`config.mk`:
```
export PLATFORM = sky130hd
export DESIGN_NAME = alu_op_sequencer
export DESIGN_NICKNAME = d
export VERILOG_FILES = /design/src/rtl/alu_op_sequencer_pkg.sv /design/src/rtl/alu_op_decode.sv /design/src/rtl/alu_op_sequencer.sv
export SDC_FILE = /design/constraint.sdc
export NUM_CORES = 1
export LEC_CHECK = 0
export BUFFER_PORTS_ARGS = -buffer_cell sky130_fd_sc_hd__buf_2
export CORE_MARGIN = 4
export CORE_UTILIZATION = 25
export CTS_BUF_LIST = sky130_fd_sc_hd__clkbuf_4 sky130_fd_sc_hd__clkbuf_8
export DETAILED_ROUTE_END_ITERATION = 10
export PLACE_DENSITY = 0.43
export REMOVE_ABC_BUFFERS = 1
export SLEW_MARGIN = 10
export SYNTH_ARGS = -nofsm -noshare
export SYNTH_HDL_FRONTEND = slang
export SYNTH_SLANG_ARGS = --single-unit
```
`constraint.sdc`:
```
create_clock -name clk -period 2.5 [get_ports clk]
set_input_delay 0.125 -clock clk [delete_from_list [all_inputs] [get_ports clk]]
set_output_delay 0.125 -clock clk [all_outputs]
set_load 0.01 [all_outputs]
```
`src/rtl/alu_op_sequencer_pkg.sv`:
```
// Shared opcode, strobe-index and state definitions for the ALU operation sequencer.
package alu_op_sequencer_pkg;

    localparam logic [3:0] OpAdd       = 4'd0;
    localparam logic [3:0] OpSub       = 4'd1;
    localparam logic [3:0] OpAnd       = 4'd2;
    localparam logic [3:0] OpOr        = 4'd3;
    localparam logic [3:0] OpXor       = 4'd4;
    localparam logic [3:0] OpInv       = 4'd5;
    localparam logic [3:0] OpClr       = 4'd6;
    localparam logic [3:0] OpLsh       = 4'd7;
    localparam logic [3:0] OpRsh       = 4'd8;
    localparam logic [3:0] OpLastLegal = 4'd8;

    // Bit positions within the one-hot ALU strobe vector
    localparam int unsigned NumStb = 10;
    localparam int unsigned StbAdd = 0;
    localparam int unsigned StbSub = 1;
    localparam int unsigned StbLsr = 2;
    localparam int unsigned StbLsh = 3;
    localparam int unsigned StbRsh = 4;
    localparam int unsigned StbAnd = 5;
    localparam int unsigned StbOr  = 6;
    localparam int unsigned StbXor = 7;
    localparam int unsigned StbInv = 8;
    localparam int unsigned StbClr = 9;

    typedef enum logic [1:0] {StIdle, StLoad, StExec, StResp} state_e;

    typedef enum logic [1:0] {CarryZero, CarryOvf, CarryShift} carry_src_e;

endpackage

```
`src/rtl/alu_op_decode.sv`:
```
// Combinational opcode decoder: execute-phase strobe, shift/legal flags and carry source.
module alu_op_decode
    import alu_op_sequencer_pkg::*;
(
    input  logic [3:0]        op_i,
    output logic [NumStb-1:0] strobe_o,
    output logic              is_shift_o,
    output logic              is_legal_o,
    output carry_src_e        carry_src_o
);

    always_comb begin
        strobe_o    = '0;
        is_shift_o  = 1'b0;
        is_legal_o  = (op_i <= OpLastLegal);
        carry_src_o = CarryZero;
        case (op_i)
            OpAdd: begin
                strobe_o[StbAdd] = 1'b1;
                carry_src_o      = CarryOvf;
            end
            OpSub: begin
                strobe_o[StbSub] = 1'b1;
                carry_src_o      = CarryOvf;
            end
            OpAnd: strobe_o[StbAnd] = 1'b1;
            OpOr:  strobe_o[StbOr]  = 1'b1;
            OpXor: strobe_o[StbXor] = 1'b1;
            OpInv: strobe_o[StbInv] = 1'b1;
            OpClr: strobe_o[StbClr] = 1'b1;
            OpLsh: begin
                strobe_o[StbLsh] = 1'b1;
                is_shift_o       = 1'b1;
                carry_src_o      = CarryShift;
            end
            OpRsh: begin
                strobe_o[StbRsh] = 1'b1;
                is_shift_o       = 1'b1;
                carry_src_o      = CarryShift;
            end
            default: ;
        endcase
    end

endmodule

```
`src/rtl/alu_op_sequencer.sv`:
```
// Request/response front end for the 4-bit ALU: issues registered one-hot strobes,
// runs the load-then-shift sequence for shifts and holds the captured result.
module alu_op_sequencer
    import alu_op_sequencer_pkg::*;
#(
    parameter int unsigned DATA_WIDTH = 4,
    parameter int unsigned CNT_WIDTH  = 8
) (
    input  logic                  clk,
    input  logic                  reset,
    input  logic                  req_valid,
    output logic                  req_ready,
    input  logic [3:0]            req_op,
    input  logic [DATA_WIDTH-1:0] req_a,
    input  logic [DATA_WIDTH-1:0] req_b,
    output logic                  resp_valid,
    input  logic                  resp_ready,
    output logic [DATA_WIDTH-1:0] resp_data,
    output logic                  resp_carry,
    output logic                  resp_zero,
    output logic                  resp_err,
    output logic [CNT_WIDTH-1:0]  op_count,
    output logic                  alu_add,
    output logic                  alu_sub,
    output logic                  alu_lsr,
    output logic                  alu_lsh,
    output logic                  alu_rsh,
    output logic                  alu_and,
    output logic                  alu_or,
    output logic                  alu_xor,
    output logic                  alu_inv,
    output logic                  alu_clr,
    output logic [DATA_WIDTH-1:0] alu_in1,
    output logic [DATA_WIDTH-1:0] alu_in2,
    input  logic [DATA_WIDTH-1:0] alu_out,
    input  logic                  alu_overflow,
    input  logic                  alu_shift_flag
);

    state_e                state_q, state_d;
    logic [3:0]            op_q, op_d;
    logic [DATA_WIDTH-1:0] a_q, a_d, b_q, b_d;
    logic [NumStb-1:0]     strobe_q, strobe_d;
    logic [DATA_WIDTH-1:0] in1_q, in1_d, in2_q, in2_d;
    logic [DATA_WIDTH-1:0] data_q, data_d;
    logic                  carry_q, carry_d, zero_q, zero_d, err_q, err_d;
    logic [CNT_WIDTH-1:0]  count_q, count_d;

    logic [3:0]        dec_op;
    logic [NumStb-1:0] dec_strobe;
    logic              dec_is_shift, dec_is_legal;
    carry_src_e        dec_carry_src;

    // The decoder sees the live request only while idle; afterwards the latched opcode
    assign dec_op = (state_q == StIdle) ? req_op : op_q;

    alu_op_decode u_decode (
        .op_i        (dec_op),
        .strobe_o    (dec_strobe),
        .is_shift_o  (dec_is_shift),
        .is_legal_o  (dec_is_legal),
        .carry_src_o (dec_carry_src)
    );

    always_comb begin
        state_d  = state_q;
        op_d     = op_q;
        a_d      = a_q;
        b_d      = b_q;
        strobe_d = '0;
        in1_d    = in1_q;
        in2_d    = in2_q;
        data_d   = data_q;
        carry_d  = carry_q;
        zero_d   = zero_q;
        err_d    = err_q;
        count_d  = count_q;
        unique case (state_q)
            StIdle: begin
                if (req_valid) begin
                    op_d = req_op;
                    a_d  = req_a;
                    b_d  = req_b;
                    if (!dec_is_legal) begin
                        state_d = StResp;
                        data_d  = '0;
                        carry_d = 1'b0;
                        zero_d  = 1'b1;
                        err_d   = 1'b1;
                    end else begin
                        state_d  = dec_is_shift ? StLoad : StExec;
                        strobe_d = dec_is_shift ? NumStb'(1) << StbLsr : dec_strobe;
                        in1_d    = req_a;
                        in2_d    = req_b;
                    end
                end
            end
            StLoad: begin
                state_d  = StExec;
                strobe_d = dec_strobe;
                in1_d    = a_q;
                in2_d    = b_q;
            end
            StExec: begin
                state_d = StResp;
                data_d  = alu_out;
                zero_d  = (alu_out == '0);
                err_d   = 1'b0;
                case (dec_carry_src)
                    CarryOvf:   carry_d = alu_overflow;
                    CarryShift: carry_d = alu_shift_flag;
                    default:    carry_d = 1'b0;
                endcase
            end
            StResp: begin
                if (resp_ready) begin
                    state_d = StIdle;
                    if (!err_q && (count_q != {CNT_WIDTH{1'b1}})) begin
                        count_d = count_q + 1'b1;
                    end
                end
            end
            default: state_d = StIdle;
        endcase
    end

    always_ff @(posedge clk or negedge reset) begin
        if (!reset) begin
            state_q  <= StIdle;
            op_q     <= '0;
            a_q      <= '0;
            b_q      <= '0;
            strobe_q <= '0;
            in1_q    <= '0;
            in2_q    <= '0;
            data_q   <= '0;
            carry_q  <= 1'b0;
            zero_q   <= 1'b0;
            err_q    <= 1'b0;
            count_q  <= '0;
        end else begin
            state_q  <= state_d;
            op_q     <= op_d;
            a_q      <= a_d;
            b_q      <= b_d;
            strobe_q <= strobe_d;
            in1_q    <= in1_d;
            in2_q    <= in2_d;
            data_q   <= data_d;
            carry_q  <= carry_d;
            zero_q   <= zero_d;
            err_q    <= err_d;
            count_q  <= count_d;
        end
    end

    assign req_ready  = (state_q == StIdle);
    assign resp_valid = (state_q == StResp);
    assign resp_data  = data_q;
    assign resp_carry = carry_q;
    assign resp_zero  = zero_q;
    assign resp_err   = err_q;
    assign op_count   = count_q;
    assign alu_in1    = in1_q;
    assign alu_in2    = in2_q;

    assign alu_add = strobe_q[StbAdd];
    assign alu_sub = strobe_q[StbSub];
    assign alu_lsr = strobe_q[StbLsr];
    assign alu_lsh = strobe_q[StbLsh];
    assign alu_rsh = strobe_q[StbRsh];
    assign alu_and = strobe_q[StbAnd];
    assign alu_or  = strobe_q[StbOr];
    assign alu_xor = strobe_q[StbXor];
    assign alu_inv = strobe_q[StbInv];
    assign alu_clr = strobe_q[StbClr];

endmodule

```
==> After elaboration in Yosys (flattened, before gate mapping) <==
Index checks and enable logic that the tools add are counted.
Widths: inputs -> output; s select.
{ "classes": {"addsub": 1, "magnitude_cmp": 1, "reduce_logical": 14, "mux": 38, "eq_ne": 18} }
{ "op_table": {"columns": ["op", "count"], "rows": [
  ["$mux 10", 3],
  ["$mux 4", 7],
  ["$pmux 4 s2", 3],
  ["$pmux 10 s2", 1],
  ["$eq 4x3->1 const B", 4],
  ["$mux 1", 14],
  ["$reduce_and 3->1", 3],
  ["$add 8x1->8 const B", 1],
  ["$eq 4x2->1 const B", 2],
  ["$logic_not 4->1", 2],
  ["$mux 2", 4],
  ["$ne 8x8->1 const B", 1],
  ["$pmux 1 s2", 4],
  ["$pmux 2 s4", 1],
  ["$eq 2x2->1 const B", 3],
  ["$eq 2x1->1 const B", 2],
  ["$eq 4x1->1 const B", 1],
  ["$eq 4x4->1 const B", 1],
  ["$le 4x4->1 const B", 1],
  ["$ne 2x1->1 const B", 2],
  ["$ne 2x2->1 const B", 2],
  ["$pmux 2 s2", 1],
  ["$reduce_and 2->1", 2],
  ["$reduce_bool 2->1", 2],
  ["other kinds (4)", 5]
]} }
{ "word_totals": {"regBits": 47, "word_cells": 84} }

==> Longest topological paths before layout <==
{ "depth": {"word_depth": 9, "depth_mapped": 12} }

==> By module <==
From an unflattened synthesis, not the netlist that was laid out.
{ "unflattened": {"cells_unflattened": 191, "hier_area_um2": 2376.0} }
{ "by_module_without_submodules": {"columns": ["module", "cells_each", "instances", "seq_area_each_um2", "area_each_um2"], "rows": [
  ["alu_op_sequencer", 171, 1, 1176.1, 2242.2],
  ["alu_op_decode", 20, 1, 0.0, 133.9]
]} }

==> Least setup slack after synthesis <==
No wires, ideal clock.
{ "synth_timing": {"path_type": "flip-flop to flip-flop", "start": "register state_q[0]", "end": "register carry_q, in the netlist resp_carry", "path_stages_with_launch": 13, "setup_slack_ns": 0.077, "setup_time_ns": 0.135, "t_arrival_ns": 2.288, "t_required_ns": 2.365, "cell_sequence": "dfrtp_1 > inv_1 > ha_1 > buf_4 > mux2i_1 > nor2_1 > a22oi_2 > inv_1 > ha_1 > a22oi_1 > nor2_1 > a22oi_1 > o21ai_0"} }
{ "synth_between": {"elab_chain_len": 8, "elab_cells_between_ends": 19, "cone_classes": "order compare (1); eq/ne (8); mux (4); reduce/logical (6)"} }
{ "synth_rtl": {"columns": ["item", "line", "text"], "rows": [
  ["start, declared", "alu_op_sequencer.sv:40", "state_e state_q, state_d;"],
  ["start signal, assigned", "alu_op_sequencer.sv:129", "state_q <= StIdle;"],
  ["start signal, assigned", "alu_op_sequencer.sv:142", "state_q <= state_d;"],
  ["$logic_not 2->1 *", null, null],
  ["named net req_ready", "alu_op_sequencer.sv:12", "output logic req_ready,"],
  ["$mux 4", "alu_op_sequencer.sv:55", "assign dec_op = (state_q == StIdle) ? req_op : op_q;"],
  ["$eq 4x3->1, or another cell as far along", "alu_op_decode.sv:17", "case (op_i)"],
  ["$reduce_or 2->1 (no line)", null, null],
  ["$pmux 2 s2", "alu_op_decode.sv:17", null],
  ["$eq 2x2->1 / $eq 2x1->1 (equally long branches)", "alu_op_sequencer.sv:109", "case (dec_carry_src)"],
  ["$pmux 1 s2", "alu_op_sequencer.sv:109", null],
  ["$pmux 1 s2", "alu_op_sequencer.sv:78", "unique case (state_q)"],
  ["end signal, assigned", "alu_op_sequencer.sv:150", "carry_q <= carry_d;"],
  ["end, declared", "alu_op_sequencer.sv:46", "logic carry_q, carry_d, zero_q, zero_d, err_q, err_d;"]
]} }
Mark *: on every way through the listed nets, which the timed path passes. The rest lies on a longest branch.
A chain may end at the register's enable or synchronous reset.

==> Worst setup path in the final report <==
{ "layout_timing": {"start": "register state_q[0]", "end": "register carry_q, in the netlist resp_carry"} }
{ "layout_between": {"elab_chain_len": 8, "elab_cells_between_ends": 19, "cone_classes": "order compare (1); eq/ne (8); mux (4); reduce/logical (6)"} }
{ "layout_rtl": {"columns": ["item", "line"], "rows": [
  ["$logic_not 2->1", "alu_op_sequencer.sv:55, alu_op_sequencer.sv:78"],
  ["$mux 4", "alu_op_sequencer.sv:55"],
  ["$eq 4x3->1, or another cell as far along", "alu_op_decode.sv:17"],
  ["$reduce_or 2->1 (no line)", null],
  ["$pmux 2 s2", "alu_op_decode.sv:17"],
  ["$eq 2x2->1 / $eq 2x1->1 (equally long branches)", "alu_op_sequencer.sv:109"],
  ["$pmux 1 s2", "alu_op_sequencer.sv:109"],
  ["$pmux 1 s2", "alu_op_sequencer.sv:78"]
]} }
Parallel ways exist; a longest one is shown, timed or not.

==> flow_summary.yaml <==
outcome:
  status: "complete, no violations"
clock_tree:
  postCtsSetupRepairBufs: 0
  clkTransAtPathRegs_ps: 90
  cts_sinks: 47
  htreeDepth: 2
  clk_latency_ps: 300
  cts-buffers-inserted: 5
  cts_tree: "yes"
  cts_root_buffer: "clkbuf_8"
  ctsLongestPathBuffers: 2
synth:
  synth_ff_type: "dfrtp_1"
  synth_edf_count: 0
  yosysTopAreaCell: "dfrtp_1"
  syn_avg_cell_area_um2: 10.8
  syn_inst: 220
  netlist_area_um2: 2370
  synth_area_leaders: "dfrtp_1 50%, mux2i_1 6.7%, o221ai_2 5.1%"
  yosysUniqueCellTypes: 43
  ys_ff_latch: 47
  ys_seq_area_share_pct: 49.6
  synth.top_cell.area_share_pct: 49.6
  ys_warn_count: 0
  synthArstFlopShare_pct: 100
floorplan:
  dieWidth_um: 105
  io_pins: 57
  std_cell_rows: 35
  start_util_pct: 25.7
  die-area_um2: 11100
  core_region_area_um2: 9240
  die_h_um: 105
worst_setup_path:
  reg2reg_from: "state_q[0]$_DFFE_PN0P_"
  worst_setup_path_end_kind: "flip-flop"
  critPathRequiredTime_ps: 2690
  critPathKind: "flip-flop to flip-flop"
  crit_arrival_ps: 2480
  crit_chain: "inv_1 -> ha_4 -> mux2i_2 -> nor2_1 -> a22oi_2 -> inv_1 -> ha_1 -> a22oi_1 -> nor2_1 -> a22oi_1 -> o21ai_0"
  critical-path-slowest-cell: "dfrtp_1"
  critical-path-max-stage-delay_ps: 410
  startpoint_type: "flip-flop"
  cp_max_fo: 9
  cp-startpoint: "state_q[0]$_DFFE_PN0P_"
global_route:
  grt_start_max_net_pins: 48
  grt_pass1_vias: 1922
  grtUsageTotal_pct: 10.7
  antenna_found_initial: 0
  grt_pass1_wl_um: 9520
  overflow: 0
hold_path:
  holdCritPathClass: "input pin to flip-flop"
  hold_start: "req_b[3]"
placement:
  gp_congestion: 0.747
  dp_cells: 405
  portBuffers: 56
  post_dp_cell_area_um2: 2840
  dp_hpwl_um: 4270
  dp_slack_ps: 11.3
sta:
  final.min_clock_period_ps: 2290
  finalSetupViolCount: 0
  post-route-worst-setup-slack_ps: 207
  fin_crit_sh_pct: 91.7
  rsz0062_at_grt: "false"
  final_max_slew_viol_count: 0
  max_clock_freq_mhz: 436
  worstMarginPinSlew_ps: 631
  skew_ps: 5.93
  slew_headroom_pct: 57.7
  timing_hold_violations_final: 0
cells_and_area:
  finalInstanceArea_um2: 2970
  nNetsFinal: 313
  antenna_cells: 0
  fillers: 973
  finalNonFillerCells: 414
  area_growth_pct: 25.1
  postLayoutCoreUtil_pct: 32.1
  final_layout_size_suffix_gt1_share_pct: 33.7
  ff_latch_area_um2: 1180
  multiInputGateArea_um2: 1100
job:
  maxCapViolCount: 0
drt:
  antenna_left: 0
  drt_iter0_drc: 139
  drc: 0
  drt-pass1-iter-count: 4
  wl_per_cell_um: 13.7
  vias: 1814
  wl_um: 5680
  viasPerCell: 4.38
power_and_ir_drop:
  peakVddDrop_mv: 0.483
  powerDensity_nw_per_um2: 1180
  p_leak_nw: 1.37
synthesized netlist by cell type (5+ instances only):
cell      instances
o221ai_2          8
mux2i_1          16
nand2_1          25
dfrtp_1          47
o21ai_0          17
a22oi_1           6
inv_1            17
mux2_2            5
clkbuf_1          8
nor2_1           12
ha_1              7
kinds of logic (layout without fill, tap and decap cells):
logic type      after synthesis  in the layout  synth area share, %
flops                        47             47                 49.6
xor+xnor                      7              7                 2.58
fa+ha+maj                     7              7                 3.69
simple gates                 64             64                 13.8
buf+inv                      28             93                 5.22
compound gates               46             46                 16.1
mux                          21             21                 9.12
metal layers:
metal  track usage [%]  up-vias  wire length [um]
li1                  -      897                 -
met1              14.2      865              2730
met2              16.8       48              2620
met3              3.06        4               302
met4              3.00        0                38
met5                 0        -                 0
worst paths after layout:
| check | endpoint | slack (ps) | depth (start not counted) |
|---|---|---|---|
| min in group asynchronous | op_count[4]$_DFFE_PN0P_ | 440 | 3 |
| max in group asynchronous | resp_data[0]$_DFFE_PN0P_ | 1630 | 3 |
| max reg2reg | resp_carry$_DFFE_PN0P_ | 210 | 11 |
| min reg2reg | op_count[5]$_DFFE_PN0P_ | 500 | 1 |
| min | b_q[3]$_DFFE_PN0P_ | 40 | 3 |
| max | resp_carry$_DFFE_PN0P_ | 210 | 11 |
placed cells by master (no fill, tap or decap), types with 6 or more instances in the layout:
master,synthesis,final
mux2i_1,16,14
buf_4,1,11
o221ai_2,8,8
nand2_1,25,25
buf_2,0,56
o21ai_0,17,17
a22oi_1,6,6
dfrtp_1,47,47
inv_1,17,17
ha_1,7,6
nor2_1,12,12
critical path, delay by kind of cell, from the launching register on:
| kind | cells | cell delay [ps] |
|---|---|---|
| buf+inv | 2 | 240 |
| simple gates | 2 | 170 |
| compound gates | 4 | 640 |
| fa+ha+maj | 2 | 440 |
| mux | 1 | 270 |
| flops | 1 | 410 |
flip-flops by register name (all words and copies together), names as in the netlist, 2 cells and up:
signal / cells
alu_in1: 4
op_count: 8
b_q: 4
state_q: 2
resp_data: 4
strobe_q: 10
a_q: 4
alu_in2: 4
op_q: 4
area by class of cell:
| cell class | instances | share of cell area (%) |
|---|---|---|
| sequential | 47 | 39.6 |
| multi-input combinational | 145 | 37.1 |
| timing repair buffer | 68 | 12.6 |
| tap | 129 | 5.44 |
| clock buffer | 5 | 2.32 |
| inverter | 17 | 2.15 |
| clock inverter | 3 | 0.801 |
stage by stage:
stage / total power, mW / hold slack [ps] / setup TNS, ps
floorplan: 2.37 / -171 / -104
global placement: 2.99 / 278 / 0
detailed placement: 2.99 / 277 / 0
CTS: 3.50 / 31.1 / 0
global route: 3.82 / 47.5 / 0
finish: 3.50 / 42.4 / 0
power by group:
part	leakage (nW)	internal [mW]	total, mW	switching [mW]
combinational	0.738	0.809	1.75	0.943
sequential	0.593	1.06	1.27	0.209
clock	0.0408	0.200	0.475	0.274
timing repair:
item,CTS,global route
setup endpoints to repair,1,1
hold buffers,1,0
endpoints found under the hold margin,47,0
gates resized for setup,1,4
Note: power is estimated with default switching activity, not from simulation.
